<file path="src/rtl/mult_seq_digit_grid.sv">
// Sequential unsigned WIDTH x WIDTH multiplier. One DIGIT x DIGIT multiplier
// is reused over N*N cycles (N = WIDTH/DIGIT). Each cycle it forms one digit
// partial product, shifts it into place and adds it to a 2*WIDTH accumulator.
//
// Handshake: a transfer happens on a rising edge where valid and ready are
// both high. in_ready is high only in IDLE. out_valid is high only in DONE.
// P is held stable until the consumer takes it with out_ready.
module mult_seq_digit_grid #(
  parameter int WIDTH = 8,
  parameter int DIGIT = 2
) (
  input  logic               clk,
  input  logic               rst,
  input  logic               in_valid,
  output logic               in_ready,
  input  logic [WIDTH-1:0]   A,
  input  logic [WIDTH-1:0]   B,
  output logic               out_valid,
  input  logic               out_ready,
  output logic [2*WIDTH-1:0] P,
  output logic               busy
);

  localparam int N  = WIDTH / DIGIT;
  localparam int IW = (N > 1) ? $clog2(N) : 1;
  localparam int PW = 2 * WIDTH;
  localparam int SW = $clog2(PW) + 1;

  typedef enum logic [1:0] {
    S_IDLE = 2'd0,
    S_RUN  = 2'd1,
    S_DONE = 2'd2
  } state_e;

  state_e           state_q, state_d;
  logic [WIDTH-1:0] a_q, a_d;
  logic [WIDTH-1:0] b_q, b_d;
  logic [IW-1:0]    i_q, i_d;
  logic [IW-1:0]    j_q, j_d;
  logic [PW-1:0]    acc_q, acc_d;
  logic [PW-1:0]    p_q, p_d;

  // Datapath signals for the current grid cell (i = inner, j = outer).
  logic [SW-1:0]      shift_a, shift_b, shamt;
  logic [WIDTH-1:0]   a_sh, b_sh;
  logic [DIGIT-1:0]   a_dig, b_dig;
  logic [2*DIGIT-1:0] dig_prod;
  logic [PW-1:0]      term;
  logic               i_last, last_cell;

  // Select the digits, form the digit product and weight it by (i+j)*DIGIT.
  always_comb begin
    shift_a   = SW'(i_q) * SW'(DIGIT);
    shift_b   = SW'(j_q) * SW'(DIGIT);
    shamt     = shift_a + shift_b;
    a_sh      = a_q >> shift_a;
    b_sh      = b_q >> shift_b;
    a_dig     = a_sh[DIGIT-1:0];
    b_dig     = b_sh[DIGIT-1:0];
    dig_prod  = (2*DIGIT)'(a_dig) * (2*DIGIT)'(b_dig);
    term      = PW'(dig_prod) << shamt;
    i_last    = (i_q == IW'(N - 1));
    last_cell = i_last && (j_q == IW'(N - 1));
  end

  // State register and datapath flops; reset discards any pending result.
  always_ff @(posedge clk) begin
    if (rst) begin
      state_q <= S_IDLE;
      a_q     <= '0;
      b_q     <= '0;
      i_q     <= '0;
      j_q     <= '0;
      acc_q   <= '0;
      p_q     <= '0;
    end else begin
      state_q <= state_d;
      a_q     <= a_d;
      b_q     <= b_d;
      i_q     <= i_d;
      j_q     <= j_d;
      acc_q   <= acc_d;
      p_q     <= p_d;
    end
  end

  // Next-state and next-datapath logic: accept, walk the grid, hand off.
  always_comb begin
    state_d = state_q;
    a_d     = a_q;
    b_d     = b_q;
    i_d     = i_q;
    j_d     = j_q;
    acc_d   = acc_q;
    p_d     = p_q;
    case (state_q)
      S_IDLE: begin
        if (in_valid) begin
          a_d     = A;
          b_d     = B;
          acc_d   = '0;
          i_d     = '0;
          j_d     = '0;
          state_d = S_RUN;
        end
      end
      S_RUN: begin
        acc_d = acc_q + term;
        if (last_cell) begin
          p_d     = acc_q + term;
          i_d     = '0;
          j_d     = '0;
          state_d = S_DONE;
        end else if (i_last) begin
          i_d = '0;
          j_d = j_q + 1'b1;
        end else begin
          i_d = i_q + 1'b1;
        end
      end
      S_DONE: begin
        if (out_ready) begin
          state_d = S_IDLE;
        end
      end
      default: state_d = S_IDLE;
    endcase
  end

  // Moore outputs decoded from the current state.
  always_comb begin
    in_ready  = (state_q == S_IDLE);
    out_valid = (state_q == S_DONE);
    busy      = (state_q != S_IDLE);
    P         = p_q;
  end

endmodule
</file>
<file path="config.mk">
export PLATFORM = sky130hd
export DESIGN_NAME = mult_seq_digit_grid
export DESIGN_NICKNAME = d
export VERILOG_FILES = /design/src/rtl/mult_seq_digit_grid.sv
export SDC_FILE = /design/constraint.sdc
export NUM_CORES = 1
export LEC_CHECK = 0
export ABC_CLOCK_PERIOD_IN_PS = 5700
export BUFFER_PORTS_ARGS = -buffer_cell sky130_fd_sc_hd__buf_2
export CAP_MARGIN = 5
export CORE_MARGIN = 5
export CORE_UTILIZATION = 60
export DETAILED_ROUTE_END_ITERATION = 6
export PLACE_DENSITY = 0.8
export SLEW_MARGIN = 0
export SYNTH_ARGS = -nofsm -noshare
export SYNTH_HDL_FRONTEND = slang
export SYNTH_SLANG_ARGS = --single-unit
</file>
<file path="constraint.sdc">
create_clock -name clk -period 5.7 [get_ports clk]
set_clock_uncertainty 0.15 [all_clocks]
set_input_delay 0.57 -clock clk [delete_from_list [all_inputs] [get_ports clk]]
set_output_delay 0.57 -clock clk [all_outputs]
set_load 0.05 [all_outputs]
</file>
======== Word level (Yosys, flattened, before mapping) ========
Cells that the tools add are included.
storage, ports and cells
  latch bits .............................. 0
  logic and storage cells ................. 45
  memory bits (writable) .................. 0
  memories ................................ 0
  memory bits (read-only) ................. 0
  register bits after elaboration ......... 54
  output and inout bits ................... 19
operators by class
  reductions and logical operators ........ 9
  equality and inequality tests ........... 8
  bitwise operators ....................... 0
  divide/modulo/power cells ............... 0
  add/subtract/negate cells ............... 4
  shift-type cells ........................ 3
  multipliers ............................. 1
  muxes and demuxes ....................... 13
  order comparisons ....................... 0
operator list
  operator                                                               count
  16-bit one-hot mux with 2 select lines                                 1
  16-bit adder                                                           1
  16-bit 2-to-1 mux                                                      1
  2-bit 2-to-1 mux                                                       8
  4-bit by 4-bit left shift with 16-bit output                           1
  8-bit by 3-bit right shift with 2-bit output                           2
  2-bit one-hot mux with 2 select lines                                  2
  2-bit equality test, second input constant                             3
  2-bit one-hot mux with 3 select lines                                  1
  2-bit AND reduction                                                    3
  3-bit AND reduction                                                    2
  2-bit by 1-bit adder with 2-bit output, second input constant          2
  3-bit by 3-bit adder with 4-bit output                                 1
  2-bit by 2-bit multiplier with 4-bit output                            1
  2-bit != test, second input constant                                   2
  2-bit nonzero test                                                     2
  3-bit != test, second input constant                                   1
  2-bit by 1-bit equality test with 1-bit output, second input constant  1
  2-bit logical NOT                                                      1
  2-bit by 1-bit != test with 1-bit output, second input constant        1
  1-bit logical AND                                                      1

======== Longest topological paths before layout ========
Gate-level depths: netlist of run 1.
  depth after elaboration ................. 5
  mapped depth ............................ 15

======== Worst setup path before layout of run 1 ========
Ideal clock, no wire load.
  path kind ............................... register to register
  start point ............................. register j_q[0]
  end point ............................... register acc_q[14]
  data required time ...................... 5.433 ns
  setup time .............................. 0.117 ns
  setup slack ............................. 1.919 ns
  stages on the path, launching flop included .. 15
  period minus slack after synthesis ...... 3.781 ns
  arrival time ............................ 3.515 ns
  buffers on the path ..................... 0
  cell sequence ........................... dfxtp_1 -> mux4_2 -> and2_1 -> ha_1 -> ha_1 -> nor2b_1 -> a31oi_1 -> nor2_1 -> ha_1 -> nor2b_1 -> o2111ai_1 -> nand3_1 -> a311oi_1 -> xnor2_1 -> a22o_1
on the way
  longest elaborated chain between the ends .. 5
  elaborated cells on any way between the ends .. 6
  classes of those cells .................. add/sub: 2; mul: 1; shift: 2; mux: 1
RTL lines
  item                                            RTL line  source
  start: declaration                              39        logic [IW-1:0] j_q, j_d;
  start signal: assignment                        81        j_q <= j_d;
  8-bit by 3-bit right shift with 2-bit output    57        b_sh = b_q >> shift_b;
  2-bit by 2-bit multiplier with 4-bit output     60        dig_prod = (2*DIGIT)'(a_dig) * (2*DIGIT)'(b_dig);
  4-bit by 4-bit left shift with 16-bit output *  61        term = PW'(dig_prod) << shamt;
  16-bit adder *                                  108       acc_d = acc_q + term;
  16-bit one-hot mux with 2 select lines *        96        case (state_q)
  end signal: assignment                          74        acc_q <= '0;
  end signal: assignment                          82        acc_q <= acc_d;
  end: declaration                                40        logic [PW-1:0] acc_q, acc_d;
Mark *: on every way between the ends. The rest lies on a longest branch, timed or not.
A chain may end at the register's enable or synchronous reset.

======== Final worst setup path of run 1 ========
  start point ............................. register i_q[0]
  end point ............................... register acc_q[14]
on the way
  longest elaborated chain between the ends .. 5
  elaborated cells on any way between the ends .. 6
  classes of those cells .................. add/sub: 2; mul: 1; shift: 2; mux: 1
RTL lines
  item                                            RTL line  source
  start: declaration                              38        logic [IW-1:0] i_q, i_d;
  start signal: assignment                        80        i_q <= i_d;
  8-bit by 3-bit right shift with 2-bit output    56        a_sh = a_q >> shift_a;
  2-bit by 2-bit multiplier with 4-bit output     60
  4-bit by 4-bit left shift with 16-bit output *  61
  16-bit adder *                                  108
  16-bit one-hot mux with 2 select lines *        96
Marked as above.

==> impl_metrics.toml, run 1 <==
[outcome]
status = "complete, no violations"

[synth]
yosysWarningCount = 0
synth_cell_types = 49
synth-edff-count = 0
synthArstFlopShare_pct = 0
yosysTopAreaCellShare_pct = 36.0
synth_cells = 364
ys_ff_latch = 54
ys_seq_area_share_pct = 36.0
synth_fp_nets = 407
synth_commonest_cells = "nand2_1 (59), dfxtp_1 (54), nor2_1 (39)"
yosysMostFrequentCell = "nand2_1"
synthTopCellsByArea = "dfxtp_1 (36%), ha_1 (8.8%), nand2_1 (7.4%), a21oi_1 (6.3%), nor2_1 (4.9%)"
netlist_area_um2 = 3000
postSynthAreaPerCell_um2 = 8.25
ys.flop_type = "dfxtp_1"
yosysTopAreaCell = "dfxtp_1"

[pwr]
clkPwrFrac_pct = 34.2
p_switching_w = 0.000174
switching_share_pct = 25.6
peakVddDrop_v = 0.000201
power_frac_comb_pct = 8.2
p_leak_nw = 1.41
powerDensity_nw_per_um2 = 206
intPower_w = 0.000505
seq_power_share_pct = 57.7

[sta]
slew_headroom_pct = 32.5
min_period_ps = 4290
finalMaxSlewViolations = 0
whs_ps = 304
tightest_slew_ps = 1010
rsz0062_at_grt = "no"
max_freq_mhz = 233
finalSetupViolCount = 0
hold_violations = 0
setup_tns_ps = 0
period_share_pct = 75.3

[setup_path]
path_max_fanout = 6
rr_endpoint = "acc_q[14]$_SDFFE_PP0P_"
critPathRequiredTime_ps = 5760
rr_startpoint = "i_q[0]$_SDFFE_PP0P_"
path_common_cell = "ha_1"
criticalPathCategory = "flip-flop to flip-flop"
cp_top_family = "compound AO/OA/AOI/OAI gates"
r2r_cells = 14
critPathArrivalTime_ps = 4360
worst_setup_path_start_kind = "flip-flop"
path_buf_inv = 0
critPathSlowestCell = "mux4_2"
r2r_slack_ps = 1410
worstPathCellList = "mux4_2, and2_1, ha_1, ha_1, nor2b_1, a31oi_1, nor2_1, ha_1, nor2b_1, o2111ai_1, nand3_1, a311oi_1, xnor2_1, a22o_1"
slowest_delay_ps = 570
end_kind = "flip-flop"

[min_path]
min-delay-start = "P[6]$_SDFFE_PP0P_"
hold_path_end = "P[6]$_SDFFE_PP0P_"
whs_path_depth = 2
hold_class = "flip-flop to flip-flop"

[detailed_routing]
routed_wl_um = 7080
routed_via_density = 5.79
vias = 2640
drtIter0Drc = 208
avgRoutedWirePerCell_um = 15.5
drc = 0
ant_nets = 0
dr.pass1.iters = 5

[grt]
grt-ovfl-total = 0
grt_pass1_wl_um = 12000
grt_pass1_vias = 2564
antenna_found_initial = 0
grtUsageTotal_pct = 23.4
grt_max_degree = 55

[clock_tree]
cts_setup_buffers = 0
numCtsBuffers = 5
cts_sinks = 54
cts_resized = 0
cts.path.max_buffers = 2
clk_latency_ps = 310
cts.reportedPaths.clkPinSlew_ps = 100
cts_tree = "done"
root_buffer = "clkbuf_8"
h-tree-depth = 2
holdBufCountCts = 0

[floorplan]
die_x_um = 80.7
rows = 25
coreArea_um2 = 4790
io_pins = 39
dieHeight_um = 80.7
die_area_um2 = 6520
start_util_pct = 62.7

[finish]
final_core_util_pct = 68.9
fin_area_um2 = 3300
fin_cells = 456
fillers = 419
drive_gt1_share_pct = 14.4
diodes = 0
area_growth_pct = 9.88
nets = 431

[place]
place_area_um2 = 3200
placed_cells = 448
place.gp.congestion = 0.905
numPortBuffers = 38
hpwl_um = 5270

[flow_run]
drv_cap = 0
==> power groups by stage <==
stage,clock [W],sequential [W],combinational (W)
finish,0.000232,0.000392,0.0000555
global route,0.000250,0.000393,0.0000620
CTS,0.000234,0.000392,0.0000555
detailed placement,0,0.000400,0.0000551
global placement,0,0.000400,0.0000536
floorplan,0,0.000398,0.0000401
==> placed cells by master (no fill, tap or decap), types with 4 or more instances in the layout <==
cell type  netlist  layout
nand2_1         59      59
dfxtp_1         54      54
nor2_1          39      39
a21oi_1         38      38
buf_2            1      38
ha_1            21      21
nor2b_1         10      10
xnor2_1          9       9
inv_1            8       8
a22oi_1          8       8
a22o_1           7       7
a31oi_1          6       6
nand3_1          6       6
a21o_1           6       6
xor2_1           6       6
clkbuf_8         0       6
nand2b_1         5       5
mux4_2           4       4
and2_1           4       4
nor3_1           4       4
o21ai_0          4       4
nor3b_1          4       4
==> cell type report <==
class | count | area [µm²] | share of cell area, %
clock buffers | 6 | 82.6 | 2.50
clock inverters | 2 | 17.5 | 0.531
inverters | 8 | 30.0 | 0.910
multi-input cells | 280 | 1810 | 54.7
flip-flops and latches | 54 | 1080 | 32.8
well taps | 67 | 83.8 | 2.54
repair buffers | 39 | 198 | 5.99
==> flip-flops by register name, summed over array words and instances, names as in the netlist <==
name and count:
j_q 2, P 16, b_q 8, state_q 2, i_q 2, acc_q 16
a_q 8
==> worst max-delay path by stage <==
| stage | startpoint | to | cells after the start |
|---|---|---|---|
| after floorplan | j_q[0]$_SDFFE_PP0P_ | acc_q[14]$_SDFFE_PP0P_ | 14 |
| after CTS | j_q[0]$_SDFFE_PP0P_ | acc_q[15]$_SDFFE_PP0P_ | 14 |
| final | i_q[0]$_SDFFE_PP0P_ | acc_q[14]$_SDFFE_PP0P_ | 14 |
| after detailed placement | j_q[0]$_SDFFE_PP0P_ | acc_q[14]$_SDFFE_PP0P_ | 14 |
| after global placement | i_q[0]$_SDFFE_PP0P_ | acc_q[14]$_SDFFE_PP0P_ | 14 |
| after global routing | j_q[0]$_SDFFE_PP0P_ | acc_q[14]$_SDFFE_PP0P_ | 14 |
==> worst min-delay path, stage by stage, from the launching register on <==
cell and delay, ps:
dfxtp_1 320, nand2_1 50, a21oi_1 50
==> metrics by stage <==
| stage | setup slack, ps | power (W) |
|---|---|---|
| 2_1_floorplan | 1920 | 0.000438 |
| 3_3_place_gp | 1650 | 0.000454 |
| 3_5_place_dp | 1480 | 0.000455 |
| 4_1_cts | 1460 | 0.000682 |
| 5_1_grt | 1170 | 0.000705 |
| 6_report | 1410 | 0.000679 |
==> cells by family after synthesis <==
family	synth area share, %
muxes	3.33
AOI/OAI and AO/OA	20.5
DFF	36.0
buffers and inverters	3.83
and+or+nand+nor	21.9
xor gates and xnor gates	4.38
adders and majority gates	10.1
==> layer usage <==
metal  part of all wire [%]  wire, µm  global-route usage [%]  up-vias
li1                       -         -                       -     1335
met1                     45      3160                    28.6     1220
met2                     48      3400                    40.6       69
met3                    4.5       319                    3.66       16
met4                    2.7       193                    10.5        0
met5                      0         0                       0        -
No activity file was read; power rests on OpenSTA's default activity.
==> run 2, diff against run 1 <==
Settings changed: ABC_CLOCK_PERIOD_IN_PS 5700 to 3900, CORE_UTILIZATION 60 to 52, PLACE_DENSITY 0.8 to 0.74.
Clock period 5.7 ns to 3.9 ns, I/O delays scaled along.
==> run 2 against run 1 <==
Against the previous run: count of clock-buffer cells in the layout did not move; design area rose by 9.0%; die area rose by 13%; largest cell class unchanged; critical endpoint is now P[13]$_SDFFE_PP0P_; sequential share of layout area fell by 2.6 points; total power rose by 65%; register-to-register slack got worse by 1200 ps; critical path type unchanged; final cell count rose by 4.6%; combinational power rose by 56%.
==> impl_metrics.toml, run 2 (synthesis results as in run 1) <==
[outcome]
status = "complete, no violations"

[floorplan]
io_pins = 39
coreArea_um2 = 5570
dieHeight_um = 86.0
start_util_pct = 53.8
rows = 27
die_area_um2 = 7390
die_x_um = 86.0

[detailed_routing]
vias = 2738
ant_nets = 0
dr.pass1.iters = 4
drtIter0Drc = 133
drc = 0
routed_via_density = 5.74
avgRoutedWirePerCell_um = 15.7
routed_wl_um = 7470

[sta]
finalMaxSlewViolations = 0
period_share_pct = 95.8
max_freq_mhz = 268
finalSetupViolCount = 0
slew_headroom_pct = 38.8
hold_violations = 0
setup_tns_ps = 0
min_period_ps = 3740
tightest_slew_ps = 918
whs_ps = 156
setup_ws_ps = 164

[min_path]
hold_class = "input pin to flip-flop"

[setup_path]
worst_setup_path_start_kind = "flip-flop"
path_buf_inv = 1
cp_top_family = "simple AND/OR/NAND/NOR gates"
slowest_delay_ps = 510
path_common_cell = "ha_4"
critPathSlowestCell = "mux4_2"
critPathArrivalTime_ps = 3790
path_max_fanout = 5
critPathRequiredTime_ps = 3960
worstPathCellList = "mux4_2, and2_1, ha_1, ha_4, nor2b_1, a31oi_2, buf_4, nor2_1, ha_4, nand2_2, nor4_4, nand3_1, o211ai_1, nor4b_2, a211o_1"
end_kind = "flip-flop"
criticalPathCategory = "flip-flop to flip-flop"

[place]
numPortBuffers = 38
hpwl_um = 5410
pre_cts_slack_ps = -66.5
place.gp.congestion = 0.939
placed_cells = 465

[clock_tree]
root_buffer = "clkbuf_8"
cts_tree = "done"
h-tree-depth = 2
cts.path.max_buffers = 2
cts_sinks = 54
clk_latency_ps = 310
holdBufCountCts = 0
numCtsBuffers = 5
cts.reportedPaths.clkPinSlew_ps = 100

[finish]
fillers = 460
drive_gt1_share_pct = 22.5
final_cell_mix = "nand2_1 (58), dfxtp_1 (51), nor2_1 (39)"
fin_cells = 477
nets = 447
final_core_util_pct = 64.5
diodes = 0
area_growth_pct = 19.8
mostFrequentLayoutCell = "nand2_1"

[grt]
grt_max_degree = 55
grt-ovfl-total = 0
grt_pass1_vias = 2505
grtUsageTotal_pct = 19.9
grt_pass1_wl_um = 12000
antenna_found_initial = 0

[flow_run]
drv_cap = 0

[pwr]
peakVddDrop_v = 0.000226
p_leak_nw = 1.54
powerDensity_nw_per_um2 = 311
[run 2: routing by layer]
metal  track usage (%)  share of wire [%]  routed length [µm]  vias to the layer above
li1                  -                  -                   -                     1363
met1              27.1                 44                3260                     1257
met2              31.4                 47                3520                       97
met3              3.65                6.7                 498                       21
met4              7.19                2.6                 192                        0
met5                 0                  0                   0                        -
[run 2: area by class of cell]
cell class / instances / area (µm²) / share of cell area, %
inverters: 8 / 30.0 / 0.835
multi-input cells: 280 / 1930 / 53.7
clock inverters: 2 / 60.1 / 1.67
repair buffers: 55 / 318 / 8.84
clock buffers: 6 / 82.6 / 2.30
flip-flops and latches: 54 / 1080 / 30.2
well taps: 72 / 90.1 / 2.51
[run 2: repair_timing]
action / in CTS / in global routing
buffers inserted: 0 / 4
pin swaps: 1 / 6
hold endpoints to repair: 0 / 0
endpoints found under the setup margin: 5 / 18
gates resized for setup: 1 / 22
[run 2: power breakdown]
part	switching (W)	leakage, nW	total, W	internal, W
Clock	0.000187	0.0714	0.000461	0.000274
Combinational	0.0000547	1.03	0.0000868	0.0000322
Sequential	0.00000764	0.439	0.000571	0.000563
Total	0.000249	1.54	0.00112	0.000869
[run 2: worst paths after layout]
kind | startpoint | end | slack, ps | cells past startpoint
worst max register to register | j_q[0]$_SDFFE_PP0P_ | P[13]$_SDFFE_PP0P_ | 160 | 15
worst max-delay path | j_q[0]$_SDFFE_PP0P_ | P[13]$_SDFFE_PP0P_ | 160 | 15
worst min register to register | P[3]$_SDFFE_PP0P_ | P[3]$_SDFFE_PP0P_ | 310 | 2
worst min-delay path | A[0] | a_q[0]$_SDFFE_PP0P_ | 160 | 3
[run 2: stage by stage]
step | power, W | area, µm²
after floorplan | 0.000640 | 3000
after global placement | 0.000667 | 3290
after detailed placement | 0.000669 | 3290
after CTS | 0.00112 | 3440
after global routing | 0.00116 | 3590
final | 0.00112 | 3590
[run 2: worst reg2reg max path: cells and delay by family (launching register included)]
family / cells / cell delay, ps
flops: 1 / 370
mux: 1 / 510
buf+inv: 1 / 160
fa+ha+maj: 3 / 750
simple gates: 7 / 960
compound gates: 3 / 720
==> run 3, diff against run 2 <==
Settings changed: ABC_CLOCK_PERIOD_IN_PS 3900 to 4000, CORE_UTILIZATION 52 to 60, CTS_BUF_LIST set to sky130_fd_sc_hd__clkbuf_8, PLACE_DENSITY 0.74 to 0.8.
Clock period 3.9 ns to 4 ns, I/O delays scaled along.
==> run 3 against run 2 <==
Against the previous run: clock power down 27%; sequential share of layout area up 0.87 points; final cell count down 1.3%; flip-flop and latch count unchanged; largest power group unchanged; register-to-register slack worse by 30 ps; routed wire length down 1.8%; critical path depth down 1; critical endpoint is now acc_q[15]$_SDFFE_PP0P_; sequential power down 3%.
==> impl_metrics.toml, run 3 (synthesis results as in run 1) <==
[outcome]
status = "complete, no violations"

[sta]
max_freq_mhz = 259
period_share_pct = 96.5
setup_ws_ps = 139
finalSetupViolCount = 0
whs_ps = 154
finalMaxSlewViolations = 0
min_period_ps = 3860
rsz0062_at_grt = "no"
slew_headroom_pct = 36.0
hold_violations = 0
tightest_slew_ps = 960

[finish]
fin_cells = 471
area_growth_pct = 16.5
nets = 446
mostFrequentLayoutCell = "nand2_1"
final_core_util_pct = 73.1
final_cell_mix = "nand2_1 (59), dfxtp_1 (52), nor2_1 (39)"
diodes = 0
drive_gt1_share_pct = 20.5

[setup_path]
worst_setup_path_start_kind = "flip-flop"
rr_endpoint = "acc_q[15]$_SDFFE_PP0P_"
path_max_fanout = 4
r2r_cells = 14
worstPathCellList = "mux4_2, and2_1, ha_1, ha_4, nor2b_1, a31oi_2, nor2_1, ha_1, o211ai_1, o21ai_2, a31oi_4, o41ai_2, xnor2_1, a22o_1"
critPathSlowestCell = "mux4_2"
r2r_slack_ps = 140
criticalPathCategory = "flip-flop to flip-flop"
critPathRequiredTime_ps = 4070
rr_startpoint = "j_q[0]$_SDFFE_PP0P_"
end_kind = "flip-flop"
slowest_delay_ps = 520
path_buf_inv = 0
path_common_cell = "ha_1"
critPathArrivalTime_ps = 3930
cp_top_family = "compound AO/OA/AOI/OAI gates"

[pwr]
intPower_w = 0.000725
clkPwrFrac_pct = 34.2
seq_power_share_pct = 56.8
p_leak_nw = 1.50
switching_share_pct = 26.0
power_frac_comb_pct = 9.0
p_switching_w = 0.000254
peakVddDrop_v = 0.000229
powerDensity_nw_per_um2 = 280

[floorplan]
rows = 25
die_x_um = 80.7
dieHeight_um = 80.7
start_util_pct = 62.7
die_area_um2 = 6520
io_pins = 39
coreArea_um2 = 4790

[place]
placed_cells = 457
place.gp.congestion = 0.910
hpwl_um = 5360
pre_cts_slack_ps = -17.1
numPortBuffers = 38

[grt]
grt_pass1_wl_um = 12300
antenna_found_initial = 0
grt-ovfl-total = 0
grt_max_degree = 55
grtUsageTotal_pct = 24.4
grt_pass1_vias = 2681

[detailed_routing]
vias = 2721
routed_wl_um = 7340
dr.pass1.iters = 4
drtIter0Drc = 174
routed_via_density = 5.78
avgRoutedWirePerCell_um = 15.6
drc = 0
ant_nets = 0

[clock_tree]
cts_sinks = 54
h-tree-depth = 2
clk_latency_ps = 320
cts.reportedPaths.clkPinSlew_ps = 100
numCtsBuffers = 5
cts_tree = "done"
root_buffer = "clkbuf_8"
cts.path.max_buffers = 2
holdBufCountCts = 0

[min_path]
hold_path_end = "b_q[0]$_SDFFE_PP0P_"
min-delay-start = "B[0]"
whs_path_depth = 3
hold_class = "input pin to flip-flop"

[flow_run]
drv_cap = 0
[run 3: changes by cell type in the layout (fill, tap and decap cells not counted), sizes merged]
| cell | before | now |
|---|---|---|
| clkinvlp | 0 | 1 |
| buf | 55 | 54 |
| bufinv | 2 | 0 |
| inv | 8 | 9 |
[run 3: final cells by class]
cell class,count,area (µm²)
Multi-Input combinational cell,280,1890
Fill cell,366,1290
Sequential cell,54,1090
Timing Repair Buffer,54,310
Tap cell,67,83.8
Clock buffer,6,82.6
Inverter,8,30.0
Clock inverter,2,16.3
[run 3: tightest hold or removal path, delay by kind of cell]
| family | cells | cell delay [ps] |
|---|---|---|
| and+or+nand+nor | 1 | 40 |
| AOI/OAI and AO/OA | 1 | 50 |
| buffers and inverters | 1 | 90 |
[run 3: power groups by stage]
stage	registers (W)	logic [W]	clock network (W)
6_report	0.000555	0.0000881	0.000335
5_1_grt	0.000558	0.0000982	0.000363
4_1_cts	0.000556	0.0000851	0.000337
3_5_place_dp	0.000569	0.0000843	0
3_3_place_gp	0.000568	0.0000817	0
2_1_floorplan	0.000567	0.0000572	0
[run 3: metrics by stage]
stage	area, µm²	total power (W)	setup TNS [ps]
final	3500	0.000979	0
after global routing	3500	0.00102	0
after CTS	3380	0.000978	-15.2
after detailed placement	3270	0.000653	-32.4
after global placement	3270	0.000650	0
after floorplan	3000	0.000624	0
[run 3: worst max path at each step]
stage	from	depth (start not counted)	slack, ps	to
after floorplan	j_q[0]$_SDFFE_PP0P_	14	220	acc_q[14]$_SDFFE_PP0P_
after global placement	j_q[0]$_SDFFE_PP0P_	15	120	P[13]$_SDFFE_PP0P_
after detailed placement	j_q[0]$_SDFFE_PP0P_	14	-20	acc_q[14]$_SDFFE_PP0P_
after CTS	j_q[0]$_SDFFE_PP0P_	15	-20	P[13]$_SDFFE_PP0P_
after global routing	j_q[0]$_SDFFE_PP0P_	14	10	acc_q[15]$_SDFFE_PP0P_
final	j_q[0]$_SDFFE_PP0P_	14	140	acc_q[15]$_SDFFE_PP0P_
[run 3: what timing repair did]
item / CTS / global route
hold endpoints to repair: 0 / 0
pin swaps: 0 / 9
buffers inserted: 0 / 6
gates cloned: 0 / 0
endpoints found under the setup margin: 5 / 16
resized for setup: 3 / 14
[run 3: layer usage]
| layer | vias up | global-route usage [%] | part of all wire [%] |
|---|---|---|---|
| li1 | 1352 | - | - |
| met4 | 0 | 10.1 | 2.3 |
| met2 | 67 | 43.6 | 51 |
| met3 | 16 | 3.77 | 4.5 |
| met5 | - | 0 | 0 |
| met1 | 1286 | 29.0 | 42 |
